--- config.mk ---
export PLATFORM = sky130hd
export DESIGN_NAME = writeback_unit_flat
export DESIGN_NICKNAME = d
export VERILOG_FILES = /design/src/rtl/writeback_unit_if.sv /design/src/rtl/writeback_unit.sv /design/src/flat_wrapper.sv
export SDC_FILE = /design/constraint.sdc
export NUM_CORES = 1
export LEC_CHECK = 0
export CAP_MARGIN = 25
export CORE_UTILIZATION = 61
export CTS_BUF_LIST = sky130_fd_sc_hd__clkbuf_2
export DETAILED_ROUTE_END_ITERATION = 10
export PLACE_DENSITY = 0.95
export SLEW_MARGIN = 0
export SYNTH_ARGS = -nofsm -noshare
export SYNTH_HDL_FRONTEND = slang
export SYNTH_SLANG_ARGS = --single-unit
--- constraint.sdc ---
create_clock -name iCLK -period 5.2 [get_ports iCLK]
set_input_delay 0.78 -clock iCLK [delete_from_list [all_inputs] [get_ports iCLK]]
set_output_delay 0.78 -clock iCLK [all_outputs]
set_load 0.01 [all_outputs]
--- src/rtl/writeback_unit_if.sv ---
// Writeback stage bus: ALU result channel, load result channel,
// stall input and the register file write port with hazard status.
interface writeback_unit_if #(
  parameter int DEPTH = 4
);
  localparam int CW = $clog2(DEPTH) + 1;

  // ALU result channel
  logic          iALU_VALID;
  logic          oALU_READY;
  logic [4:0]    iALU_RD;
  logic [31:0]   iALU_OUT;

  // Load result channel
  logic          iLD_VALID;
  logic          oLD_READY;
  logic [4:0]    iLD_RD;
  logic [31:0]   iLD_DATA;
  logic [2:0]    iLD_FUNCT3;
  logic [1:0]    iLD_ADDR_LO;

  // Drain control and register file write port
  logic          iSTALL;
  logic          oDONE;
  logic [4:0]    oRD;
  logic [31:0]   oWB_DATA;
  logic [31:0]   oBUSY_MASK;
  logic [CW-1:0] oCOUNT;

  // Writeback unit side
  modport slave (
    input  iALU_VALID, iALU_RD, iALU_OUT,
    input  iLD_VALID, iLD_RD, iLD_DATA, iLD_FUNCT3, iLD_ADDR_LO,
    input  iSTALL,
    output oALU_READY, oLD_READY,
    output oDONE, oRD, oWB_DATA, oBUSY_MASK, oCOUNT
  );

  // Execute/load/hazard side
  modport master (
    output iALU_VALID, iALU_RD, iALU_OUT,
    output iLD_VALID, iLD_RD, iLD_DATA, iLD_FUNCT3, iLD_ADDR_LO,
    output iSTALL,
    input  oALU_READY, oLD_READY,
    input  oDONE, oRD, oWB_DATA, oBUSY_MASK, oCOUNT
  );
endinterface

--- src/rtl/writeback_unit.sv ---
// Writeback stage: accepts ALU and load results, aligns/extends load data,
// queues results in an in-order FIFO and drains one per cycle to the
// register file. Publishes a pending-write mask for hazard detection.
module writeback_unit #(
  parameter int DEPTH = 4
) (
  input logic             iCLK,
  input logic             iRST_N,
  writeback_unit_if.slave wb
);
  localparam int AW = (DEPTH > 1) ? $clog2(DEPTH) : 1;
  localparam int CW = AW + 1;

  // Entry storage; validity of a slot is derived from pointers and count
  logic [4:0]    rdMem   [DEPTH];
  logic [31:0]   dataMem [DEPTH];

  logic [AW-1:0] rdPtrReg, rdPtrNext;
  logic [AW-1:0] wrPtrReg, wrPtrNext;
  logic [CW-1:0] countReg, countNext;
  logic [AW-1:0] aluSlot;

  logic          ldReady, aluReady;
  logic          ldPush, aluPush, pop;
  logic          empty;
  logic          doneSig;

  logic [7:0]    ldByte;
  logic [15:0]   ldHalf;
  logic [31:0]   ldValue;

  logic [AW-1:0] entryOffs [DEPTH];
  logic          entryLive [DEPTH];
  logic [31:0]   entryMask [DEPTH];
  logic [31:0]   busyMask;

  // Readies come only from the registered count; the ALU keeps one slot
  // in reserve so a same-cycle load always fits.
  assign ldReady  = (countReg <= CW'(DEPTH - 1));
  assign aluReady = (countReg <= CW'(DEPTH - 2));

  // rd=0 results complete the handshake but are never stored
  assign ldPush  = wb.iLD_VALID  && ldReady  && (wb.iLD_RD  != 5'd0);
  assign aluPush = wb.iALU_VALID && aluReady && (wb.iALU_RD != 5'd0);

  assign empty   = (countReg == '0);
  assign doneSig = !empty && !wb.iSTALL;
  assign pop     = doneSig;

  // The load is enqueued ahead of the ALU result on simultaneous accepts
  assign aluSlot = ldPush ? (wrPtrReg + AW'(1)) : wrPtrReg;

  // Load extraction: select byte/halfword by address and extend per funct3
  always_comb begin
    ldByte  = wb.iLD_DATA[8*wb.iLD_ADDR_LO +: 8];
    ldHalf  = wb.iLD_ADDR_LO[1] ? wb.iLD_DATA[31:16] : wb.iLD_DATA[15:0];
    ldValue = wb.iLD_DATA;
    case (wb.iLD_FUNCT3)
      3'b000:  ldValue = {{24{ldByte[7]}}, ldByte};
      3'b001:  ldValue = {{16{ldHalf[15]}}, ldHalf};
      3'b100:  ldValue = {24'd0, ldByte};
      3'b101:  ldValue = {16'd0, ldHalf};
      default: ldValue = wb.iLD_DATA;
    endcase
  end

  // Next pointer/count: occupancy moves by pushes minus pop
  always_comb begin
    wrPtrNext = wrPtrReg + AW'(ldPush) + AW'(aluPush);
    rdPtrNext = rdPtrReg + AW'(pop);
    countNext = countReg + CW'(ldPush) + CW'(aluPush) - CW'(pop);
  end

  // Entry writes; stale contents are harmless since count gates validity
  always_ff @(posedge iCLK) begin
    if (ldPush) begin
      rdMem[wrPtrReg]   <= wb.iLD_RD;
      dataMem[wrPtrReg] <= ldValue;
    end
    if (aluPush) begin
      rdMem[aluSlot]    <= wb.iALU_RD;
      dataMem[aluSlot]  <= wb.iALU_OUT;
    end
  end

  // Pointer and occupancy registers; reset empties the queue
  always_ff @(posedge iCLK) begin
    if (!iRST_N) begin
      rdPtrReg <= '0;
      wrPtrReg <= '0;
      countReg <= '0;
    end else begin
      rdPtrReg <= rdPtrNext;
      wrPtrReg <= wrPtrNext;
      countReg <= countNext;
    end
  end

  // Per-slot liveness: a slot is live when its distance from the head
  // is below the occupancy.
  generate
    for (genvar gi = 0; gi < DEPTH; gi++) begin : gSlot
      assign entryOffs[gi] = AW'(gi) - rdPtrReg;
      assign entryLive[gi] = ({1'b0, entryOffs[gi]} < countReg);
      assign entryMask[gi] = entryLive[gi] ? (32'd1 << rdMem[gi]) : 32'd0;
    end
  endgenerate

  // Pending-write mask: OR of one-hot destinations of all live slots
  always_comb begin
    busyMask = 32'd0;
    for (int i = 0; i < DEPTH; i++) begin
      busyMask = busyMask | entryMask[i];
    end
    busyMask[0] = 1'b0;
  end

  assign wb.oLD_READY  = ldReady;
  assign wb.oALU_READY = aluReady;
  assign wb.oDONE      = doneSig;
  assign wb.oRD        = empty ? 5'd0  : rdMem[rdPtrReg];
  assign wb.oWB_DATA   = empty ? 32'd0 : dataMem[rdPtrReg];
  assign wb.oBUSY_MASK = busyMask;
  assign wb.oCOUNT     = countReg;
endmodule
--- src/flat_wrapper.sv ---
// flat-port wrapper written by rule: the top's interface ports become plain ports
module writeback_unit_flat 
#(
  parameter int DEPTH = 4
)
  (iCLK, iRST_N, wb_iALU_VALID, wb_iALU_RD, wb_iALU_OUT, wb_iLD_VALID, wb_iLD_RD, wb_iLD_DATA, wb_iLD_FUNCT3, wb_iLD_ADDR_LO, wb_iSTALL, wb_oALU_READY, wb_oLD_READY, wb_oDONE, wb_oRD, wb_oWB_DATA, wb_oBUSY_MASK, wb_oCOUNT);
  writeback_unit_if #(.DEPTH(DEPTH)) wb_i ();
  input logic iCLK;
  input logic iRST_N;
  input wire logic [$bits(wb_i.iALU_VALID)-1:0] wb_iALU_VALID;
  input wire logic [$bits(wb_i.iALU_RD)-1:0] wb_iALU_RD;
  input wire logic [$bits(wb_i.iALU_OUT)-1:0] wb_iALU_OUT;
  input wire logic [$bits(wb_i.iLD_VALID)-1:0] wb_iLD_VALID;
  input wire logic [$bits(wb_i.iLD_RD)-1:0] wb_iLD_RD;
  input wire logic [$bits(wb_i.iLD_DATA)-1:0] wb_iLD_DATA;
  input wire logic [$bits(wb_i.iLD_FUNCT3)-1:0] wb_iLD_FUNCT3;
  input wire logic [$bits(wb_i.iLD_ADDR_LO)-1:0] wb_iLD_ADDR_LO;
  input wire logic [$bits(wb_i.iSTALL)-1:0] wb_iSTALL;
  output wire logic [$bits(wb_i.oALU_READY)-1:0] wb_oALU_READY;
  output wire logic [$bits(wb_i.oLD_READY)-1:0] wb_oLD_READY;
  output wire logic [$bits(wb_i.oDONE)-1:0] wb_oDONE;
  output wire logic [$bits(wb_i.oRD)-1:0] wb_oRD;
  output wire logic [$bits(wb_i.oWB_DATA)-1:0] wb_oWB_DATA;
  output wire logic [$bits(wb_i.oBUSY_MASK)-1:0] wb_oBUSY_MASK;
  output wire logic [$bits(wb_i.oCOUNT)-1:0] wb_oCOUNT;
  assign wb_i.iALU_VALID = wb_iALU_VALID;
  assign wb_i.iALU_RD = wb_iALU_RD;
  assign wb_i.iALU_OUT = wb_iALU_OUT;
  assign wb_i.iLD_VALID = wb_iLD_VALID;
  assign wb_i.iLD_RD = wb_iLD_RD;
  assign wb_i.iLD_DATA = wb_iLD_DATA;
  assign wb_i.iLD_FUNCT3 = wb_iLD_FUNCT3;
  assign wb_i.iLD_ADDR_LO = wb_iLD_ADDR_LO;
  assign wb_i.iSTALL = wb_iSTALL;
  assign wb_oALU_READY = wb_i.oALU_READY;
  assign wb_oLD_READY = wb_i.oLD_READY;
  assign wb_oDONE = wb_i.oDONE;
  assign wb_oRD = wb_i.oRD;
  assign wb_oWB_DATA = wb_i.oWB_DATA;
  assign wb_oBUSY_MASK = wb_i.oBUSY_MASK;
  assign wb_oCOUNT = wb_i.oCOUNT;
  writeback_unit #(.DEPTH(DEPTH)) u_core (.iCLK(iCLK), .iRST_N(iRST_N), .wb(wb_i));
endmodule
-- After elaboration in Yosys (flattened, before gate mapping)
Memories as Yosys holds them, arrays and structs flattened. A register that Yosys moved wholly into a read port is not among the register bits.
Index checks and enable logic that the tools add are counted.
- bits in registers: 7
- word-level logic and storage cells: 59
- memories: 2
- memory bits (writable): 148
- reduce and logical (&&, ||, !) cells: 11
- muxes and demuxes: 15
- $add $sub $neg: 11
- bitwise logic cells: 3
- eq/ne operators: 3
- magnitude comparators: 6
- shifts and indexed selects: 5
- memory list (name ; words ; width ; read ports ; clocked after memory_dff ; write ports ; RTL line ; source):
    u_core.dataMem ; 4 ; 32 ; 1 ; 1 ; 2 ; writeback_unit.sv:16 ; logic [31:0] dataMem [DEPTH];
    u_core.rdMem ; 4 ; 5 ; 5 ; 1 ; 2 ; writeback_unit.sv:15 ; logic [4:0] rdMem [DEPTH];
- operator list (kind ; number):
    32-bit two-way mux ; 5
    32-bit one-hot mux with 4 select lines ; 1
    1-bit by 5-bit left shift with 32-bit output (first input constant) ; 4
    32-bit bitwise OR ; 3
    32-bit by 6-bit variable part select with 8-bit output ; 1
    16-bit two-way mux ; 1
    2-bit by 3-bit < comparator with 1-bit output ; 4
    5-bit nonzero test ; 2
    2-bit by 1-bit adder with 2-bit output ; 3
    3-bit by 1-bit adder with 3-bit output ; 2
    3-bit == test (second input constant) ; 2
    3-bit by 2-bit less-or-equal comparator with 1-bit output (second input constant) ; 2
    3-bit logical NOT ; 2
    2-bit two-way mux ; 3
    1-bit logical AND ; 5
    5-bit two-way mux ; 1
    1-bit two-way mux ; 4
    1-bit by 2-bit subtractor with 2-bit output (first input constant) ; 2
    2-bit subtractor (first input constant) ; 2
    3-bit by 1-bit == test with 1-bit output (second input constant) ; 1
    3-bit by 1-bit subtractor with 3-bit output ; 1
    2-bit by 1-bit adder with 2-bit output (second input constant) ; 1
    1-bit logical NOT ; 2

-- Longest topological paths before layout
Gate-level depths: netlist of the first run.
- depth in word-level cells: 6
- mapped depth: 12

-- Worst setup path before layout of the first run
No wires, ideal clock.
- path kind: input port to flip-flop
- start: in wb_iLD_VALID
- end: mem u_core.dataMem[0][0], enable pin
- library setup time: 0.393 ns
- setup slack: 2.029 ns
- cell stages on the path: 7
- data arrival time: 2.778 ns
- cells stage by stage: nor2b_1 nand2_2 or4_1 a21oi_2 buf_6 buf_6 a21o_1
- RTL lines (item ; RTL line ; source):
    start, declared ; flat_wrapper.sv:13 ; input wire logic [$bits(wb_i.iLD_VALID)-1:0] wb_iLD_VALID;
    end, declared ; writeback_unit.sv:16 ;

-- Worst setup path after layout of the first run
- start: reg u_core.rdPtrReg[0]
- end: out wb_oBUSY_MASK[25]
- longest elaborated chain between the ends: 6
- ends and longest elaborated chain (item ; RTL line ; source):
    start, declared ; writeback_unit.sv:18 ; logic [AW-1:0] rdPtrReg, rdPtrNext;
    start signal, assigned ; writeback_unit.sv:93 ; rdPtrReg <= rdPtrNext;
    1-bit by 2-bit subtractor with 2-bit output ; writeback_unit.sv:103 ; assign entryOffs[gi] = AW'(gi) - rdPtrReg;
    2-bit by 3-bit < comparator with 1-bit output ; writeback_unit.sv:104 ; assign entryLive[gi] = ({1'b0, entryOffs[gi]} < countReg);
    32-bit two-way mux ; writeback_unit.sv:105 ; assign entryMask[gi] = entryLive[gi] ? (32'd1 << rdMem[gi]) : 32'd0;
    32-bit bitwise OR (2 in a row) ; writeback_unit.sv:113 ; busyMask = busyMask | entryMask[i];
    32-bit bitwise OR (*) ; writeback_unit.sv:113 ;
    end, declared ; flat_wrapper.sv:24 ; output wire logic [$bits(wb_i.oBUSY_MASK)-1:0] wb_oBUSY_MASK;
Every way passes the cells marked *; elsewhere a longest branch is shown, timed or not.

==> impl_metrics.tcl, run 1 <==
set metrics [dict create \
    post-synth-top-count-cell "edfxtp_1" \
    hpwl_um 18900 \
    finalSetupViolations 0 \
    synthTopCellsByArea "edfxtp_1 (45%), mux2_2 (13%), mux4_2 (8.6%)" \
    max_slew_margin_pct 48.9 \
    clock_path_buffers 2 \
    layout.nets 1043 \
    yosys.area.top_type "edfxtp_1" \
    drt_iter0_markers 1147 \
    grt_pass1_wl_um 41700 \
    ant_nets 0 \
    cpMaxStageDelayCell "dfxtp_2" \
    io_buffers 157 \
    worst_hold_slack_ns 0.687 \
    path_max_fanout 17 \
    cts_sinks 155 \
    cts_root_buf "clkbuf_2" \
    syn_inst 804 \
    synth_edf_count 148 \
    syn_avg_cell_area_um2 12.4 \
    drive_gt1_share_pct 23.1 \
    core-area_um2 15900 \
    worstMarginPinSlew_ns 0.761 \
    crit_arrival_ns 3.81 \
    startpoint_type "flip-flop" \
    ios 159 \
    htree_num_levels 4 \
    die_x_um 130 \
    first_pass_iters 7 \
    fmax_mhz 218 \
    required_ns 4.42 \
    synth_top_area_share_pct 44.7 \
    crit_type "reg -> out" \
    tritoncts "done" \
    cp-end-kind "output pin" \
    synth_nets 903 \
    die_h_um 130 \
    leakage_nw 4.33 \
    vias 7934 \
    timing.final.hold_violations 0 \
    dp.cells 1140 \
    synth_ff_type "edfxtp_1" \
    postCtsHoldBufs 0 \
    synth.distinct_cells 59 \
    wl_um 27600 \
    yosys_warnings 0 \
    setup_tns_ns 0 \
    status "completed" \
    ys_top_cells_by_count "edfxtp_1 (148), mux2_2 (118), nand2_1 (66)" \
    grt_usage_pct 33.7 \
    start_util_pct 62.6 \
    final_cells 1173 \
    multi_input_comb_area_um2 4970 \
    vias_per_cell 6.76 \
    ir_worst_vdd_mv 0.289 \
    hp-class "reg -> reg" \
    rows 46 \
    wire_per_inst_um 23.5 \
    numCtsBuffers 17 \
    cap_violations 0 \
    grt-ovfl-total 0 \
    syn2layout_area_growth_pct 20.5 \
    n_fill_cell 988 \
    cts_resized 0 \
    async_reset_ff_share_pct 0 \
    clkTransAtPathRegs_ns 0.19 \
    route.detailed.drc 0 \
    ys_ff_latch 155 \
    slew_violations 0 \
    diodes 0 \
    post_cts_buffers 0 \
    worstSkewPairLatency_ns 0.75 \
    cp.buffers_inverters 2 \
    power_density_nw_per_um2 492 \
    crit_family "compound AO/OA/AOI/OAI gates" \
    post-route-min-period_ns 4.59 \
    routabilityCongestion 0.990 \
    syn-cell-area_um2 9950 \
    synth.yosys.seq_area_share_pct 46.1 \
    die_area_um2 16800 \
    regArea_um2 4590 \
    rsz0062_at_grt "false" \
    grt_start_max_net_pins 38 \
    antenna_found_initial 0 \
    fin_crit_sh_pct 88.3 \
    clock_skew_ns 0.0270 \
    grt_pass1_vias 7742 \
    slowest_delay_ns 0.72 \
    crit_chain "xnor2_1 > inv_1 > ha_1 > a21oi_1 > o21ai_0 > nor2_1 > a221o_1 > clkdlybuf4s50_1" \
]
[sequential cells by signal, summed over array words and instances, names as in the netlist]
name / cells
u_core.rdPtrReg: 2
u_core.rdMem: 20
u_core.wb.oCOUNT: 3
u_core.dataMem: 128
u_core.wrPtrReg: 2
[logic make-up after synthesis]
group | count (synthesis) | synth area share [%]
adders and majority gates | 15 | 2.11
DFF | 155 | 46.1
AOI/OAI and AO/OA | 136 | 10.3
and+or+nand+nor | 216 | 11.5
other | 1 | 0.0377
buffers and inverters | 90 | 4.37
muxes | 187 | 25.2
xor gates and xnor gates | 4 | 0.352
[final timing paths]
kind                                       start                         endpoint  slack [ns]  depth (start not counted)
hold / removal     u_core.wrPtrReg[1]$_SDFF_PN0_    u_core.wrPtrReg[1]$_SDFF_PN0_        0.69                          2
hold reg to reg    u_core.wrPtrReg[1]$_SDFF_PN0_    u_core.wrPtrReg[1]$_SDFF_PN0_        0.69                          2
setup / recovery   u_core.rdPtrReg[0]$_SDFF_PN0_                wb_oBUSY_MASK[25]        0.61                          8
setup reg to reg  u_core.wb.oCOUNT[2]$_SDFF_PN0_  u_core.dataMem[1][29]$_DFFE_PP_        1.71                          8
[power breakdown]
group / internal, W / switching (W)
Combinational: 0.00146 / 0.00148
Clock: 0.000368 / 0.000427
Sequential: 0.00190 / 0.000266
[worst min-delay path, cell delays in order, from the launching register on]
cell and delay [ns]:
dfxtp_1 0.39, xnor2_1 0.15, and2_1 0.13
[cell usage in the layout, fill, tap and decap left out, types with 6 or more instances in the layout]
cell             Yosys  routed
a21oi_1             12      12
nor2_1              31      31
clkbuf_2             0      20
a221o_1             27      27
nand3_1             11      11
mux2i_1             29      29
nand3b_1             6       6
o211ai_1            19      19
nor3b_1              6       6
mux4_2              38      38
o21ai_0             12      11
nor2b_1             48      48
mux2_2             118     118
buf_4                6      18
inv_1               35      35
nor3_1               7       6
and3b_1              7       7
edfxtp_1           148     148
ha_1                12      12
o31a_1               7       7
o22ai_1             25      25
clkdlybuf4s50_1      0     157
nand2_1             66      66
and2_1              12      12
[through the flow]
step                      setup slack (ns)  utilization [%]  area [um^2]  total power, W
after floorplan                       2.03                -         9950         0.00389
after global placement                1.52             73.5        11700         0.00500
after detailed placement              1.42             73.5        11700         0.00508
after CTS                            0.600             75.4        12000         0.00587
after global routing                 0.290             75.4        12000         0.00617
final                                0.607             75.4        12000         0.00590
[cell type report]
class / instances / area share, %
Multi-Input combinational cell: 559 / 41.5
Sequential cell: 155 / 38.3
Clock buffer: 20 / 0.835
Tap cell: 216 / 2.26
Clock inverter: 12 / 1.64
Timing Repair Buffer: 176 / 14.4
Inverter: 35 / 1.10
[metal layers]
layer	up-vias	share of wire, %	track usage (%)
met5	-	0	0
met4	0	4.1	17.4
met3	142	9.8	7.83
met2	584	49	55.5
met1	3816	37	41.8
li1	3392	-	-
Note: power is estimated with default switching activity, not from simulation.
==> run 2, diff against run 1 <==
--- a/config.mk
+++ b/config.mk
@@ -6,10 +6,10 @@
 export NUM_CORES = 1
 export LEC_CHECK = 0
 export CAP_MARGIN = 25
-export CORE_UTILIZATION = 61
+export CORE_UTILIZATION = 51
 export CTS_BUF_LIST = sky130_fd_sc_hd__clkbuf_2
 export DETAILED_ROUTE_END_ITERATION = 10
-export PLACE_DENSITY = 0.95
+export PLACE_DENSITY = 0.88
 export SLEW_MARGIN = 0
 export SYNTH_ARGS = -nofsm -noshare
 export SYNTH_HDL_FRONTEND = slang
==> constraint.sdc (replaced) <==
create_clock -name iCLK -period 4.1 [get_ports iCLK]
set_input_delay 0.615 -clock iCLK [delete_from_list [all_inputs] [get_ports iCLK]]
set_output_delay 0.615 -clock iCLK [all_outputs]
set_load 0.01 [all_outputs]
==> run 2 against run 1 <==
  * Die area rose by 19%
  * Register-to-register slack got worse by 0.90 ns
  * Clock skew rose by 0.0051 ns
  * Wire length fell by 3.7%
  * Hold slack got worse by 0.082 ns
  * Critical path type unchanged
==> impl_metrics.tcl, run 2 (synthesis gave the netlist of run 1 again) <==
set metrics [dict create \
    ant_nets 0 \
    vias_per_cell 6.24 \
    cts_sinks 155 \
    wl_um 26600 \
    post-route-min-period_ns 3.91 \
    ios 159 \
    first_pass_iters 6 \
    layout.nets 1050 \
    regArea_um2 4590 \
    drt_iter0_markers 673 \
    max_slew_margin_pct 37.0 \
    worstSkewPairLatency_ns 0.74 \
    status "completed" \
    clock_path_buffers 2 \
    core-area_um2 18900 \
    regMostFlops "u_core.dataMem" \
    drive_gt1_share_pct 24.7 \
    finalSetupViolations 0 \
    setup_ws_ns 0.194 \
    tritoncts "done" \
    hpwl_um 18600 \
    leakage_nw 4.33 \
    worstMarginPinSlew_ns 0.941 \
    dpl-instance-area_um2 11800 \
    start_util_pct 52.6 \
    final_cells 1223 \
    multi_input_comb_area_um2 5000 \
    path_max_fanout 8 \
    fin_util_pct 63.9 \
    grt_pass1_vias 7341 \
    clkTransAtPathRegs_ns 0.19 \
    crit_type "reg -> out" \
    io_buffers 157 \
    crit_arrival_ns 3.29 \
    final_cell_area_um2 12100 \
    syn2layout_area_growth_pct 21.3 \
    setup.worst_path.start "u_core.rdPtrReg[1]$_SDFF_PN0_" \
    cts_root_buf "clkbuf_2" \
    rows 50 \
    power_density_nw_per_um2 601 \
    fmax_mhz 256 \
    layout_commonest_cell "clkdlybuf4s50_1" \
    grt_pass1_wl_um 40700 \
    die_x_um 142 \
    hp-start "iRST_N" \
    dp.cells 1187 \
    grt_start_max_net_pins 38 \
    fin_crit_sh_pct 95.3 \
    cap_violations 0 \
    antenna_found_initial 1 \
    dp_slack_ns 0.637 \
    clock_skew_ns 0.0321 \
    wire_per_inst_um 21.8 \
    ir_worst_vdd_mv 0.350 \
    route.detailed.drc 0 \
    largest_reg_flops 128 \
    vias 7633 \
    die_h_um 142 \
    slew_violations 0 \
    grt_usage_pct 26.9 \
    grt-ovfl-total 0 \
    n_fill_cell 1476 \
    mostFrequentLayoutCells "clkdlybuf4s50_1 (157), edfxtp_1 (148), mux2_2 (118), nand2_1 (64), nor2b_1 (48)" \
    required_ns 3.48 \
    numCtsBuffers 17 \
    hp-class "in -> reg" \
    htree_num_levels 4 \
    startpoint_type "flip-flop" \
    die_area_um2 20100 \
    finalPower_w 0.00726 \
    timing.final.hold_violations 0 \
    cp-end-kind "output pin" \
    r2r_start "u_core.wb.oCOUNT[2]$_SDFF_PN0_" \
    routabilityCongestion 0.974 \
]
-- run 2: cell count changes in the layout (fill, tap and decap cells not counted), sizes merged --
cell and change:
bufinv -4, clkinv +1, clkinvlp +1, inv +1, diode +2, buf +7, clkbuf -2
-- run 2: cell type report --
cell class,count,share of cell area [%]
clock buffer,18,0.747
sequential,155,38.0
tap,260,2.70
multi-input combinational,559,41.5
clock inverter,11,0.829
timing repair buffer,183,15.1
antenna,2,0.0415
inverter,35,1.09
-- run 2: worst paths after layout --
kind / endpoint / slack [ns] / cells after the start
hold / removal: u_core.rdPtrReg[1]$_SDFF_PN0_ / 0.60 / 2
setup / recovery: wb_oBUSY_MASK[1] / 0.19 / 8
setup reg to reg: u_core.wb.oCOUNT[2]$_SDFF_PN0_ / 0.81 / 12
hold reg to reg: u_core.wrPtrReg[1]$_SDFF_PN0_ / 0.66 / 2
-- run 2: timing repair --
item | CTS | global route
buffers inserted | 0 | 5
hold buffers | 0 | 0
setup endpoints to repair | 9 | 28
endpoints found under the hold margin | 0 | 0
gates resized for setup | 4 | 7
pin swaps | 0 | 4
-- run 2: report_power, final --
| group | switching [W] | leakage, nW | total, W | internal [W] |
|---|---|---|---|---|
| logic | 0.00190 | 2.77 | 0.00382 | 0.00192 |
| clock network | 0.000530 | 0.122 | 0.000741 | 0.000211 |
| registers | 0.000287 | 1.44 | 0.00269 | 0.00241 |
| total | 0.00272 | 4.33 | 0.00726 | 0.00454 |
-- run 2: critical path, stage by stage, from the launching register on --
cell,delay (ns)
dfxtp_2,0.48
xnor2_1,0.17
inv_1,0.07
ha_1,0.27
a21oi_1,0.10
o211ai_1,0.54
o22ai_1,0.18
a221o_1,0.29
clkdlybuf4s50_1,0.48
-- run 2: through the flow --
step / TNS, ns / hold WS [ns]
3_5_place_dp: 0 / 0.606
4_1_cts: 0 / 0.559
5_1_grt: -0.0249 / 0.578
3_3_place_gp: 0 / 0.602
2_1_floorplan: 0 / 0.567
6_report: 0 / 0.605
-- run 2: layer usage --
layer	up-vias	wire length, um	share of wire (%)	track usage, %
li1	3404	-	-	-
met1	3758	10400	39	34.5
met2	411	13300	50	45.7
met3	60	2120	8.0	3.91
met4	0	803	3.0	11.4
met5	-	0	0	0
==> run 3, diff against run 2 <==
--- a/config.mk
+++ b/config.mk
@@ -6,9 +6,11 @@
 export NUM_CORES = 1
 export LEC_CHECK = 0
 export CAP_MARGIN = 25
+export CORE_ASPECT_RATIO = 2
 export CORE_UTILIZATION = 51
 export CTS_BUF_LIST = sky130_fd_sc_hd__clkbuf_2
 export DETAILED_ROUTE_END_ITERATION = 10
+export GPL_TIMING_DRIVEN = 0
 export PLACE_DENSITY = 0.88
 export SLEW_MARGIN = 0
 export SYNTH_ARGS = -nofsm -noshare
==> run 3 against run 2 <==
  * Critical path depth increased by 2
  * Non-clock buffer count increased by 43
  * Die area increased by 0.17%
  * Global-route usage increased by 4.4 points
  * Hold slack got worse by 0.058 ns
  * Clock skew decreased by 0.0078 ns
  * Total power increased by 8.3%
  * Combinational power increased by 11%
  * Wire length increased by 14%
  * Critical endpoint is now wb_oBUSY_MASK[26]
  * Highest routed layer unchanged
==> impl_metrics.tcl, run 3 (synthesis gave the netlist of run 1 again) <==
set metrics [dict create \
    final_cells 1262 \
    power_switching_w 0.00294 \
    cts_root_buf "clkbuf_2" \
    fin_crit_sh_pct 98.4 \
    max_slew_margin_pct 48.2 \
    cts_sinks 155 \
    crit_arrival_ns 3.42 \
    dp_slack_ns -0.0285 \
    syn2layout_area_growth_pct 25.6 \
    r2r_start "u_core.wb.oCOUNT[2]$_SDFF_PN0_" \
    power_density_nw_per_um2 630 \
    rsz0062_at_grt "true" \
    setup.worst_path.start "u_core.rdPtrReg[1]$_SDFF_PN0_" \
    die_x_um 101 \
    largest_reg_flops 128 \
    vias_per_cell 6.35 \
    ios 159 \
    mostFrequentLayoutCells "clkdlybuf4s50_1 (148), edfxtp_1 (148), mux2_2 (118), nand2_1 (64), nor2b_1 (48)" \
    dp.cells 1218 \
    startpoint_type "flip-flop" \
    hp-class "in -> reg" \
    status "completed" \
    worstSkewPairLatency_ns 0.76 \
    slew_violations 0 \
    grt_pass1_vias 8066 \
    core-area_um2 18900 \
    wire_per_inst_um 24.0 \
    htree_num_levels 4 \
    timing.final.hold_violations 0 \
    routabilityCongestion 1.11 \
    fmax_mhz 248 \
    route.detailed.drc 0 \
    grt_usage_pct 31.3 \
    postCtsHoldBufs 0 \
    io_buffers 155 \
    die_h_um 199 \
    cap_violations 0 \
    layout.nets 1093 \
    finalSetupViolations 0 \
    required_ns 3.48 \
    path_max_fanout 10 \
    setup_tns_ns 0 \
    finalPower_w 0.00786 \
    hpwl_um 22100 \
    crit_type "reg -> out" \
    first_pass_iters 5 \
    numCtsBuffers 17 \
    drt_iter0_markers 603 \
    wl_um 30300 \
    worst_hold_slack_ns 0.547 \
    regMostFlops "u_core.dataMem" \
    clockPowerShare_pct 12.8 \
    ant_nets 0 \
    ff2ff_path_depth 10 \
    grt_pass1_wl_um 45500 \
    rows 71 \
    setup_ws_ns 0.0646 \
    vias 8011 \
    cp-end-kind "output pin" \
    worstMarginPinSlew_ns 0.777 \
    comb_power_share_pct 53.8 \
    pwr-share-seq_pct 33.5 \
    post-route-min-period_ns 4.04 \
    leakage_nw 4.62 \
    p_int_w 0.00493 \
    tritoncts "done" \
    clock_path_buffers 2 \
    grt-ovfl-total 0 \
    die_area_um2 20100 \
    holdPathStages 2 \
    clkTransAtPathRegs_ns 0.21 \
    hp-start "iRST_N" \
    antenna_found_initial 1 \
    drive_gt1_share_pct 26.9 \
    grt_start_max_net_pins 33 \
    sw_frac_of_total_pct 37.3 \
    clock_skew_ns 0.0243 \
    ir_worst_vdd_mv 0.305 \
    start_util_pct 52.6 \
]
-- run 3: cell types whose count changed in the layout (fill, tap and decap cells not counted), moves of 4 or more --
cell,before,now
clkbuf_1,0,24
buf_2,0,10
clkdlybuf4s50_1,157,148
buf_6,1,8
dlymetal6s2s_1,0,7
o22ai_1,25,19
o22ai_2,0,6
bufinv_16,1,5
o21ai_1,0,4
-- run 3: repair_timing --
item	CTS	global route
gates resized for setup	23	34
buffers inserted	9	3
pin swaps	6	1
endpoints found under the setup margin	31	42
-- run 3: power groups by stage --
stage	combinational [W]	clock [W]	sequential, W
6_report	0.00423	0.00100	0.00263
5_1_grt	0.00446	0.00105	0.00267
4_1_cts	0.00409	0.00101	0.00261
3_5_place_dp	0.00396	0	0.00264
3_3_place_gp	0.00382	0	0.00264
2_1_floorplan	0.00236	0	0.00258
-- run 3: final timing paths --
path / endpoint / slack (ns)
max: wb_oBUSY_MASK[26] / 0.06
min: u_core.wrPtrReg[0]$_SDFF_PN0_ / 0.55
max reg2reg: u_core.wb.oCOUNT[2]$_SDFF_PN0_ / 0.85
min reg2reg: u_core.rdPtrReg[0]$_SDFF_PN0_ / 0.70
-- run 3: metrics by stage --
stage,utilization (%),cell area (um^2)
finish,66.0,12500
global route,66.0,12500
CTS,65.2,12300
detailed placement,62.9,11900
global placement,62.4,11800
floorplan,-,9950
-- run 3: final cells by class --
type / instances / area (um^2)
Fill cell: 1357 / 6430
Buffer: 55 / 330
Tap cell: 255 / 319
Multi-Input combinational cell: 559 / 5060
Clock inverter: 13 / 199
Sequential cell: 155 / 4600
Inverter: 35 / 135
Timing Repair Buffer: 171 / 1750
Antenna cell: 1 / 2.50
Clock buffer: 18 / 90.1
-- run 3: critical path: stages, from the launching register on --
cell,delay (ns)
dfxtp_4,0.43
buf_8,0.17
inv_1,0.05
ha_1,0.29
a21boi_0,0.14
o21ai_1,0.25
buf_4,0.21
nand3_2,0.19
o22ai_1,0.25
a221o_1,0.13
clkdlybuf4s50_1,0.54
-- run 3: layer usage --
metal | global-route usage, % | vias up | routed length, um
met2 | 57.4 | 498 | 16400
li1 | - | 3490 | -
met3 | 6.30 | 136 | 2180
met1 | 30.6 | 3887 | 9440
met4 | 22.2 | 0 | 2220
met5 | 0 | - | 0
